**config.mk**
```make
export PLATFORM = sky130hd
export DESIGN_NAME = mem_access_unit
export DESIGN_NICKNAME = d
export VERILOG_FILES = /design/src/rtl/mem_access_unit.sv
export SDC_FILE = /design/constraint.sdc
export NUM_CORES = 1
export LEC_CHECK = 0
export BUFFER_PORTS_ARGS = -buffer_cell sky130_fd_sc_hd__buf_2
export CORE_ASPECT_RATIO = 1.2
export CORE_MARGIN = 1.5
export CORE_UTILIZATION = 50
export CTS_BUF_LIST = sky130_fd_sc_hd__clkbuf_2
export DETAILED_ROUTE_END_ITERATION = 16
export PLACE_DENSITY_LB_ADDON = 0.12
export SLEW_MARGIN = 15
export SYNTH_ARGS = -nofsm -noshare
export SYNTH_HDL_FRONTEND = slang
export SYNTH_SLANG_ARGS = --single-unit
export TNS_END_PERCENT = 10
```
**constraint.sdc**
```tcl
create_clock -name clk -period 5.3 [get_ports clk]
set_clock_uncertainty 0.1 [all_clocks]
set_input_delay 0.53 -clock clk [delete_from_list [all_inputs] [get_ports clk]]
set_output_delay 0.53 -clock clk [all_outputs]
set_load 0.005 [all_outputs]
```
**src/rtl/mem_access_unit.sv**
```systemverilog
// mem_access_unit: CPU load/store sequencer for a word-addressed data memory with sub-word RMW stores.
// Optional misaligned-access trap enabled by defining MISALIGN_TRAP_EN.
module mem_access_unit #(
    parameter int WAIT_CYCLES = 1
) (
    input  logic        clk,
    input  logic        rst_n,
    input  logic        req,
    input  logic        we,
    input  logic [1:0]  size,
    input  logic        sign_ext,
    input  logic [31:0] addr,
    input  logic [31:0] wdata,
    output logic        ready,
    output logic        done,
    output logic [31:0] rdata,
    output logic        misalign,
    output logic [31:0] Address,
    output logic [31:0] WriteData,
    output logic        MemRead,
    output logic        MemWrite,
    input  logic [31:0] ReadData
);
    typedef enum logic [1:0] {IDLE, RD, WR, DONE} state_t;

    state_t      state_q, state_d;
    logic [3:0]  cnt_q, cnt_d;
    logic        we_q, we_d;
    logic [1:0]  size_q, size_d;
    logic        sext_q, sext_d;
    logic [1:0]  lane_q, lane_d;
    logic [15:0] wdata_q, wdata_d;
    logic [31:0] addr_q, addr_d;
    logic [31:0] wd_q, wd_d;
    logic        mrd_q, mrd_d;
    logic        mwr_q, mwr_d;
    logic [31:0] rdata_q, rdata_d;
    logic        mis_q, mis_d;
    logic        trap, last;
    logic [7:0]  b;
    logic [15:0] h;
    logic [31:0] ld, merged;

`ifdef MISALIGN_TRAP_EN
    assign trap = size[1] ? |addr[1:0] : size[0] & addr[0];
`else
    assign trap = 1'b0;
`endif

    assign last = cnt_q == 4'(WAIT_CYCLES);
    assign b = ReadData[8*lane_q +: 8];
    assign h = ReadData[16*lane_q[1] +: 16];
    assign ld = size_q[1] ? ReadData : size_q[0] ? {{16{sext_q & h[15]}}, h} : {{24{sext_q & b[7]}}, b};

    always_comb begin
        merged = ReadData;
        if (size_q[0]) merged[16*lane_q[1] +: 16] = wdata_q;
        else merged[8*lane_q +: 8] = wdata_q[7:0];
    end

    always_comb begin
        state_d = state_q;
        cnt_d   = cnt_q;
        we_d    = we_q;
        size_d  = size_q;
        sext_d  = sext_q;
        lane_d  = lane_q;
        wdata_d = wdata_q;
        addr_d  = addr_q;
        wd_d    = wd_q;
        mrd_d   = 1'b0;
        mwr_d   = 1'b0;
        rdata_d = rdata_q;
        mis_d   = 1'b0;
        case (state_q)
            IDLE: if (req) begin
                we_d    = we;
                size_d  = size;
                sext_d  = sign_ext;
                lane_d  = addr[1:0];
                wdata_d = wdata[15:0];
                addr_d  = {addr[31:2], 2'b00};
                cnt_d   = '0;
                if (trap) begin
                    state_d = DONE;
                    mis_d   = 1'b1;
                end else if (!we || !size[1]) begin
                    state_d = RD;
                    mrd_d   = 1'b1;
                end else begin
                    state_d = WR;
                    mwr_d   = 1'b1;
                    wd_d    = wdata;
                end
            end
            RD: begin
                cnt_d = last ? 4'd0 : cnt_q + 4'd1;
                mrd_d = !last;
                if (last && we_q) begin
                    state_d = WR;
                    mwr_d   = 1'b1;
                    wd_d    = merged;
                end else if (last) begin
                    state_d = DONE;
                    rdata_d = ld;
                end
            end
            WR: begin
                cnt_d   = last ? 4'd0 : cnt_q + 4'd1;
                mwr_d   = !last;
                state_d = last ? DONE : WR;
            end
            default: state_d = IDLE;
        endcase
    end

    always_ff @(posedge clk or negedge rst_n) begin
        if (!rst_n) begin
            state_q <= IDLE;
            cnt_q   <= '0;
            we_q    <= 1'b0;
            size_q  <= '0;
            sext_q  <= 1'b0;
            lane_q  <= '0;
            wdata_q <= '0;
            addr_q  <= '0;
            wd_q    <= '0;
            mrd_q   <= 1'b0;
            mwr_q   <= 1'b0;
            rdata_q <= '0;
            mis_q   <= 1'b0;
        end else begin
            state_q <= state_d;
            cnt_q   <= cnt_d;
            we_q    <= we_d;
            size_q  <= size_d;
            sext_q  <= sext_d;
            lane_q  <= lane_d;
            wdata_q <= wdata_d;
            addr_q  <= addr_d;
            wd_q    <= wd_d;
            mrd_q   <= mrd_d;
            mwr_q   <= mwr_d;
            rdata_q <= rdata_d;
            mis_q   <= mis_d;
        end
    end

    assign ready     = state_q == IDLE;
    assign done      = state_q == DONE;
    assign rdata     = rdata_q;
    assign misalign  = mis_q;
    assign Address   = addr_q;
    assign WriteData = wd_q;
    assign MemRead   = mrd_q;
    assign MemWrite  = mwr_q;
endmodule
```
==> results of run 1 <==
-- metrics by stage --
| stage | setup WS [ps] | utilization | cells | cell area [sq um] | power, mW |
|---|---|---|---|---|---|
| 2_1_floorplan | 2950 | - | 680 | 6690 | 3.33 |
| 3_3_place_gp | 2530 | 0.588 | 1003 | 7710 | 4.10 |
| 3_5_place_dp | 2380 | 0.588 | 1003 | 7710 | 4.19 |
| 4_1_cts | 2330 | 0.660 | 1102 | 8660 | 4.92 |
| 5_1_grt | 2050 | 0.660 | 1103 | 8670 | 5.30 |
| 6_report | 2310 | 0.660 | 1103 | 8670 | 4.93 |
-- synthesized netlist by cell type, types with 2 or more instances --
master	n
dfrtp_1	124
nand2_1	75
mux2_2	61
nor2_1	49
a21oi_1	44
o21ai_0	44
clkbuf_1	23
buf_2	22
inv_1	21
nor2b_1	19
mux2i_1	18
a221oi_1	17
a31oi_1	17
o22ai_1	17
o221ai_1	16
nand2b_1	14
ha_1	11
nand3_1	10
o31ai_1	10
a311o_1	8
and4_1	8
o211ai_1	8
nand3b_1	7
buf_4	5
o21ai_1	5
a22o_1	2
clkinv_1	2
-- registers in the layout, summed over array words and instances, names as in the netlist --
name	cells
state_q	2
rdata	32
sext_q	1
size_q	2
Address	30
wdata_q	16
we_q	1
WriteData	32
MemRead	1
cnt_q	4
lane_q	2
MemWrite	1
-- area by class of cell --
type / instances / area share
Antenna cell: 1 / 0.000289
Timing Repair Buffer: 273 / 0.198
Multi-Input combinational cell: 481 / 0.376
Sequential cell: 124 / 0.358
Clock inverter: 15 / 0.0227
Clock buffer: 17 / 0.00982
Tap cell: 168 / 0.0243
Inverter: 24 / 0.0104
-- power groups by stage --
stage               Combinational, mW  Sequential [mW]  Clock, mW
global route                     2.64             1.92      0.738
floorplan                        1.59             1.74          0
detailed placement               2.33             1.86          0
finish                           2.38             1.86      0.693
CTS                              2.37             1.84      0.704
global placement                 2.26             1.84          0
-- cells by family after synthesis --
family | count (synthesis)
flops | 124
simple gates | 194
buf+inv | 75
fa+ha+maj | 11
mux | 80
compound gates | 193
other cells | 1
-- worst paths after layout --
check / from / to / slack (ps)
min reg2reg: rdata[1] / rdata[1] / 400
min: wdata[23] / WriteData[23] / 40
min in group asynchronous: rst_n / WriteData[16] / 360
max in group asynchronous: rst_n / lane_q[1] / 3430
max: lane_q[0] / WriteData[18] / 2310
max reg2reg: lane_q[0] / WriteData[18] / 2310
-- critical path: stages, from the launching register on --
cell and delay, ps:
dfrtp_1 800, inv_1 200, ha_1 550, nand2_1 110, nor4_2 730, a221oi_1 220, o21ai_0 240
-- layer usage --
metal | vias to the layer above | GRT usage | wire length (microns)
li1 | 2951 | - | -
met1 | 3101 | 0.397 | 8840
met2 | 280 | 0.524 | 10600
met3 | 54 | 0.0679 | 1470
met4 | 0 | 0.146 | 748
met5 | - | 0 | 0
-- timing repair --
item,in CTS,in global routing
setup endpoints to repair,0,0
hold endpoints to repair,146,0
hold buffers,67,0
==> out/qor.yml, run 1 <==
p_comb_frac: 0.483
power.density_mw_per_mm2: 569
ys.flop_type: "dfrtp_1"
whs_path_depth: 3
wl_per_cell_microns: 19.6
async_flop_share: 1.00
cts.sink_count: 124
clk_latency_ps: 710
io_pins: 204
yosysTopAreaCell: "dfrtp_1"
synth_top_area_frac: 0.464
clockPowerShare: 0.140
tightestPinTransition_ps: 987
numCtsBuffers: 17
path_max_fanout: 18
rsz0062_at_grt: "no"
tns_ps: 0
relSlewSlack: 0.340
drc: 0
reg2reg_depth: 6
p_int_mw: 2.81
crit_type: "reg -> reg"
synth_warnings: 0
cts_tree: "built"
grt_use_total: 0.317
fin_crit_sh: 0.564
power.switching_mw: 2.12
clock_path_buffers: 2
synthXorXnorAreaFrac: 0
dieHeight_microns: 130
die_w_microns: 109
drive_gt1_frac: 0.333
multiInputGateArea_sq_mm: 0.00326
synth_top_family_by_area: "compound AO/OA/AOI/OAI gates"
fin_hold_ws_ps: 36.3
layout_commonest_cell: "buf_2"
synth_area_sq_mm: 0.00668
grt_pass1_wl_microns: 33500
netSwitchingFraction: 0.430
root_buffer: "clkbuf_2"
via_per_inst: 5.79
hold_viol: 0
grt_max_degree: 74
cp-end-kind: "flip-flop"
grt_pass1_vias: 6457
max_freq_mhz: 334
synthSimpleGateAreaFrac: 0.145
yosys.area_share.adder: 0.0206
leakagePower_nw: 4.03
synthMuxAreaShare: 0.133
ys_types: 48
synth_area_leaders: "dfrtp_1 (46%), mux2_2 (10%), nand2_1 (4.2%)"
portBuffers: 200
start_util: 0.509
n_fill_cell: 1090
final_max_slew_viol_count: 0
required_ps: 5860
clk_pin_slew_worst_paths_ps: 200
htreeDepth: 4
drt-total-wl_microns: 21700
drv_cap: 0
syn2layout_area_growth_pct: 29.7
grt_remaining_overflow: 0
arrival_ps: 3550
hp-class: "in -> reg"
cts_resized: 0
drt_iter0_drc: 455
final.min_clock_period_ps: 2990
synth-seq-area-share: 0.464
synth-compound-area-share: 0.186
ant_nets: 0
first_pass_iters: 7
synth_edf_count: 0
dp_hpwl_microns: 14500
antenna_found_initial: 1
setup_viol: 0
worst_setup_path_start_kind: "flip-flop"
synthCells: 678
ys_ff_latch: 124
syn_area_per_cell_sq_um: 9.86
vdd_ir_drop_max_mv: 0.374
fp.dieArea_sq_mm: 0.0141
rows: 46
outcome: "completed"
final_cell_mix: "buf_2 (199), dfrtp_1 (123), nand2_1 (74)"
vias: 6386
fin_nets: 1035
core_area_sq_mm: 0.0131
register_area_sq_mm: 0.00310
post_cts_buffers: 0
p_seq_frac: 0.376
place.gp.congestion: 0.873
(Power assumes the default switching activity.)
==> inputs of run 2 (changes only) <==
--- a/config.mk
+++ b/config.mk
@@ -8,7 +8,7 @@
 export BUFFER_PORTS_ARGS = -buffer_cell sky130_fd_sc_hd__buf_2
 export CORE_ASPECT_RATIO = 1.2
 export CORE_MARGIN = 1.5
-export CORE_UTILIZATION = 50
+export CORE_UTILIZATION = 48
 export CTS_BUF_LIST = sky130_fd_sc_hd__clkbuf_2
 export DETAILED_ROUTE_END_ITERATION = 16
 export PLACE_DENSITY_LB_ADDON = 0.12
==> constraint.sdc (replaced) <==
create_clock -name clk -period 2.65 [get_ports clk]
set_clock_uncertainty 0.1 [all_clocks]
set_input_delay 0.265 -clock clk [delete_from_list [all_inputs] [get_ports clk]]
set_output_delay 0.265 -clock clk [all_outputs]
set_load 0.005 [all_outputs]
==> run 2 against run 1 <==
Against the previous run: hold slack improved by 150 ps; combinational power is 110% higher; sequential power up 96%; count of clock-buffer cells in the layout up 1; via count is 2.8% higher; fmax up 22%; clock power rose by 89%; global-route usage down 1.4 points; cell area is 5.2% higher; setup slack got worse by 2100 ps; critical path type unchanged; largest cell class unchanged.
==> out/qor.yml, run 2 (same netlist as run 1, synthesis figures left out) <==
io_pins: 204  # unchanged
outcome: "completed"
start_util: 0.488  # -0.0215
root_buffer: "clkbuf_2"
fp.dieArea_sq_mm: 0.0146  # +4.1%
met2_usage: 0.508  # -0.0156
p_seq_frac: 0.370  # -0.006
n_fill_cell: 1126  # +3.3%
netSwitchingFraction: 0.429  # -0.00151
gr-max-usage-layer: "met2"
grt_max_degree: 69  # -6.8%
gr-usage-met3: 0.0703  # +0.00244
wl_per_cell_microns: 18.8  # -4.5%
clk_pin_slew_worst_paths_ps: 200  # about the same
dieHeight_microns: 132  # +2.0%
final_max_slew_viol_count: 0  # unchanged
cp-end-kind: "flip-flop"
final.min_clock_period_ps: 2460  # -533 ps
arrival_ps: 3000  # -550 ps
final_cell_mix: "buf_2 (199), dfrtp_1 (123), dlygate4sd3_1 (103)"
numCtsBuffers: 17  # unchanged
cts_tree: "built"
place.gp.congestion: 0.885  # +1.4%
max_freq_mhz: 407  # +22%
power.density_mw_per_mm2: 1080  # +90%
dp_hpwl_microns: 14400  # -0.11%
rows: 47  # +2.2%
grt_pass1_vias: 6683  # +3.5%
syn2layout_area_growth_pct: 36.5
crit_type: "reg -> reg"
fin_crit_sh: 0.928  # +0.363
clk_latency_ps: 720  # about the same
clockPowerShare: 0.132  # -0.008
met1_usage: 0.380  # -0.0164
leakagePower_nw: 4.23  # +5.1%
grt_remaining_overflow: 0  # unchanged
worst_setup_path_start_kind: "flip-flop"
first_pass_iters: 6  # -1
critPathMaxStageDelay_ps: 600  # -200 ps
path_max_fanout: 11  # -7
drc: 0  # unchanged
hold_viol: 0  # unchanged
setup_viol: 0  # unchanged
required_ps: 3200  # -2660 ps
fin_nets: 1082  # +4.5%
crit_path_cell_trace: "clkinv_1 -> ha_1 -> nor4b_4 -> a221oi_1 -> o31ai_1"
drive_gt1_frac: 0.330  # -0.00270
via_per_inst: 5.69  # -1.8%
rsz0062_at_grt: "no"
cp_top_family: "simple AND/OR/NAND/NOR gates"
crit_buf_inv: 1  # unchanged
antenna_found_initial: 1  # unchanged
die_w_microns: 111  # +2.0%
power.switching_mw: 4.23  # +99%
core_area_sq_mm: 0.0137  # +4.4%
p_int_mw: 5.64  # +100%
power_mw: 9.87  # +100%
drt-total-wl_microns: 21700  # about the same
vdd_ir_drop_max_mv: 0.605  # +62%
grt_pass1_wl_microns: 35100  # +4.6%
grt_use_total: 0.303  # -0.0141
portBuffers: 200  # unchanged
htreeDepth: 4  # unchanged
drt_iter0_drc: 530  # +16%
layout_commonest_cell: "buf_2"
hp-class: "in -> reg"
p_comb_frac: 0.498  # +0.015
vias: 6562  # +2.8%
crit_path_top_delay_cell: "nor4b_4"
tightestPinTransition_ps: 932  # -54.7 ps
cts.sink_count: 124  # unchanged
clock_path_buffers: 2  # unchanged
tns_ps: 0  # unchanged
drv_cap: 0  # unchanged
ant_nets: 0  # unchanged
relSlewSlack: 0.378  # +0.0385
## run 2: cell types whose count changed in the layout (fill, tap and decap cells not counted), moves of 2 or more
cell and change:
buf_4 +9, dlygate4sd3_1 +36, buf_12 +2, clkinv_1 -2
## run 2: timing repair
item	CTS	global route
hold buffers	104	0
setup buffers	0	0
endpoints found under the hold margin	244	0
resized for setup	0	0
## run 2: path summary, 6_finish.rpt
kind | cells after the start | to | start | slack [ps]
min reg2reg | 2 | rdata[14] | rdata[14] | 410
max | 5 | WriteData[0] | lane_q[1] | 190
min in group asynchronous | 4 | WriteData[18] | rst_n | 510
max reg2reg | 5 | WriteData[0] | lane_q[1] | 190
min | 3 | Address[18] | addr[18] | 190
max in group asynchronous | 4 | lane_q[1] | rst_n | 1390
## run 2: area by class of cell
type	count	area, sq um	area share
Multi-Input combinational cell	481	3260	0.357
Sequential cell	124	3100	0.340
Timing Repair Buffer	320	2190	0.240
Tap cell	171	214	0.0235
Clock inverter	14	171	0.0188
Clock buffer	18	90.1	0.00988
Inverter	24	90.1	0.00988
Antenna cell	2	5.00	0.000549
## run 2: worst register-to-register path, delay by kind of cell (launching register included)
| kind | cells | cell delay [ps] |
|---|---|---|
| flip-flops | 1 | 420 |
| buffers and inverters | 1 | 270 |
| adder cells (fa/ha/maj) | 1 | 550 |
| AND/OR/NAND/NOR | 1 | 610 |
| AO/OA/AOI/OAI | 2 | 440 |
## run 2: power by group through the flow
stage	registers, mW	clock network (mW)	logic (mW)
2_1_floorplan	3.47	0	3.18
3_3_place_gp	3.64	0	4.61
3_5_place_dp	3.67	0	4.74
4_1_cts	3.63	1.32	4.87
5_1_grt	3.77	1.40	5.41
6_report	3.65	1.31	4.91
## run 2: routing by layer
layer | vias up | share of wire
met5 | - | 0
met3 | 49 | 0.069
li1 | 3042 | -
met1 | 3165 | 0.41
met4 | 0 | 0.026
met2 | 306 | 0.50
## run 2: through the flow
stage | util | std cells | worst slack, ps | hold slack [ps] | cell area [sq um]
floorplan | - | 680 | 299 | -131 | 6690
global placement | 0.570 | 1016 | 371 | 132 | 7800
detailed placement | 0.570 | 1016 | 270 | 149 | 7800
CTS | 0.665 | 1152 | 228 | 120 | 9120
global route | 0.666 | 1153 | 1.72 | 130 | 9120
finish | 0.666 | 1154 | 192 | 186 | 9120
==> inputs of run 3 (changes only) <==
--- a/config.mk
+++ b/config.mk
@@ -6,11 +6,14 @@
 export NUM_CORES = 1
 export LEC_CHECK = 0
 export BUFFER_PORTS_ARGS = -buffer_cell sky130_fd_sc_hd__buf_2
+export CELL_PAD_IN_SITES_DETAIL_PLACEMENT = 0
+export CELL_PAD_IN_SITES_GLOBAL_PLACEMENT = 2
 export CORE_ASPECT_RATIO = 1.2
 export CORE_MARGIN = 1.5
-export CORE_UTILIZATION = 48
+export CORE_UTILIZATION = 29
 export CTS_BUF_LIST = sky130_fd_sc_hd__clkbuf_2
 export DETAILED_ROUTE_END_ITERATION = 16
+export GPL_ROUTABILITY_DRIVEN = 0
 export PLACE_DENSITY_LB_ADDON = 0.12
 export SLEW_MARGIN = 15
 export SYNTH_ARGS = -nofsm -noshare
==> run 3 against run 2 <==
Against the previous run: combinational power increased by 4.9%; total power hardly changed; final cell count increased by 9.7%; core utilization down 25 points; sequential share of layout area down 0.47 points; critical endpoint unchanged.
==> out/qor.yml, run 3 (same netlist as run 1, synthesis figures left out) <==
crit_path_top_delay_cell: "nor4b_4"
reg2reg_depth: 6  # +1
leakagePower_nw: 4.24  # +0.12%
final.min_clock_period_ps: 2300  # -159 ps
wl_per_cell_microns: 19.0  # +1.0%
crit_path_cell_trace: "inv_1 -> ha_1 -> buf_4 -> nor4b_4 -> a221oi_1 -> o31ai_1"
max_freq_mhz: 435  # +6.9%
clk_latency_ps: 710  # about the same
htreeDepth: 4  # unchanged
hp-class: "in -> async"
worstSetupPathDepth: 6  # +1
grt_remaining_overflow: 0  # unchanged
register_area_sq_mm: 0.00310  # unchanged
multiInputGateArea_sq_mm: 0.00326  # about the same
ant_nets: 0  # unchanged
relSlewSlack: 0.430  # +0.0520
drt-total-wl_microns: 24000  # +11%
crit_buf_inv: 2  # +1
start_util: 0.297  # -0.191
critPathMaxStageDelay_ps: 540  # -60 ps
cts_tree: "built"
fin_ws_ps: 351  # +159 ps
dp_slack_ps: 410  # +139 ps
fin_nets: 1087  # +0.46%
cts_resized: 0  # unchanged
final_max_slew_viol_count: 0  # unchanged
cp-end-kind: "flip-flop"
rsz0062_at_grt: "no"
root_buffer: "clkbuf_2"
gr-max-usage-layer: "met2"
dp_hpwl_microns: 17200  # +19%
layout_commonest_cell: "buf_2"
grt_max_degree: 58  # -16%
post_cts_buffers: 0  # unchanged
gr-usage-met3: 0.0432  # -0.0272
worst_setup_path_start_kind: "flip-flop"
dieHeight_microns: 169  # +28%
antenna_found_initial: 1  # unchanged
n_fill_cell: 2300  # +100%
ctsHoldBuffers: 102  # -1.9%
met1_usage: 0.254  # -0.126
grt_use_total: 0.202  # -0.101
crit_type: "reg -> reg"
core_area_sq_mm: 0.0225  # +64%
syn2layout_area_growth_pct: 38.4
drc: 0  # unchanged
setup_viol: 0  # unchanged
drive_gt1_frac: 0.333  # +0.00272
drv_cap: 0  # unchanged
drt_iter0_drc: 264  # -50%
tns_ps: 0  # unchanged
vias: 6409  # -2.3%
required_ps: 3180  # -20 ps
portBuffers: 200  # unchanged
fp.dieArea_sq_mm: 0.0240  # +64%
clk_pin_slew_worst_paths_ps: 210  # about the same
cts.sink_count: 124  # unchanged
tightestPinTransition_ps: 854  # -78.0 ps
die_w_microns: 142  # +28%
cp_top_family: "simple AND/OR/NAND/NOR gates"
fin_crit_sh: 0.867  # -0.0602
arrival_ps: 2830  # -170 ps
grt_pass1_vias: 6617  # -0.99%
first_pass_iters: 5  # -1
power.density_mw_per_mm2: 1070  # -1.3%
clock_path_buffers: 2  # unchanged
met2_usage: 0.337  # -0.172
vdd_ir_drop_max_mv: 0.455  # -25%
final_cell_mix: "buf_2 (199), dfrtp_1 (123), dlygate4sd3_1 (102)"
io_pins: 204  # unchanged
power_mw: 9.88  # about the same
path_max_fanout: 10  # -1
outcome: "completed"
numCtsBuffers: 17  # unchanged
grt_pass1_wl_microns: 36900  # +5.3%
hold_viol: 0  # unchanged
fin_hold_ws_ps: 51.1  # -135 ps
via_per_inst: 5.06  # -11%
rows: 60  # +28%
run 3: cell types whose count changed in the layout (fill, tap and decap cells not counted), sizes merged:
cell and delta:
buf +6, bufinv -1, dlygate4sd3 -1, clkinv +1, inv -1
run 3: where the power goes:
part | switching, mW | total (mW) | internal, mW
combinational | 2.81 | 5.15 | 2.34
sequential | 0.723 | 3.55 | 2.83
clock | 0.760 | 1.18 | 0.418
total | 4.29 | 9.88 | 5.59
run 3: final timing paths:
check	start	to	slack [ps]
hold reg to reg	rdata[11]	rdata[11]	410
setup reg to reg	lane_q[0]	WriteData[0]	350
hold / removal	rst_n	rdata[18]	50
min in group clk	addr[22]	Address[22]	190
max in group asynchronous	rst_n	WriteData[24]	1620
setup / recovery	lane_q[0]	WriteData[0]	350
run 3: cell type report:
| type | instances | share of cell area |
|---|---|---|
| antenna | 2 | 0.000541 |
| clock buffer | 18 | 0.00974 |
| clock inverter | 13 | 0.0138 |
| inverter | 24 | 0.00974 |
| multi-input combinational | 481 | 0.353 |
| sequential | 124 | 0.336 |
| tap | 279 | 0.0377 |
| timing repair buffer | 325 | 0.240 |
run 3: metrics by stage:
step                instances  area (sq um)  utilization
detailed placement       1131          8010        0.356
global placement         1131          8010        0.356
floorplan                 680          6690            -
global route             1266          9250        0.411
finish                   1266          9250        0.411
CTS                      1264          9250        0.411
run 3: layer usage:
layer  vias to the layer above  share of wire
li1                       3051              -
met1                      3110           0.44
met2                       218           0.48
met3                        30          0.051
met4                         0          0.027
met5                         -              0
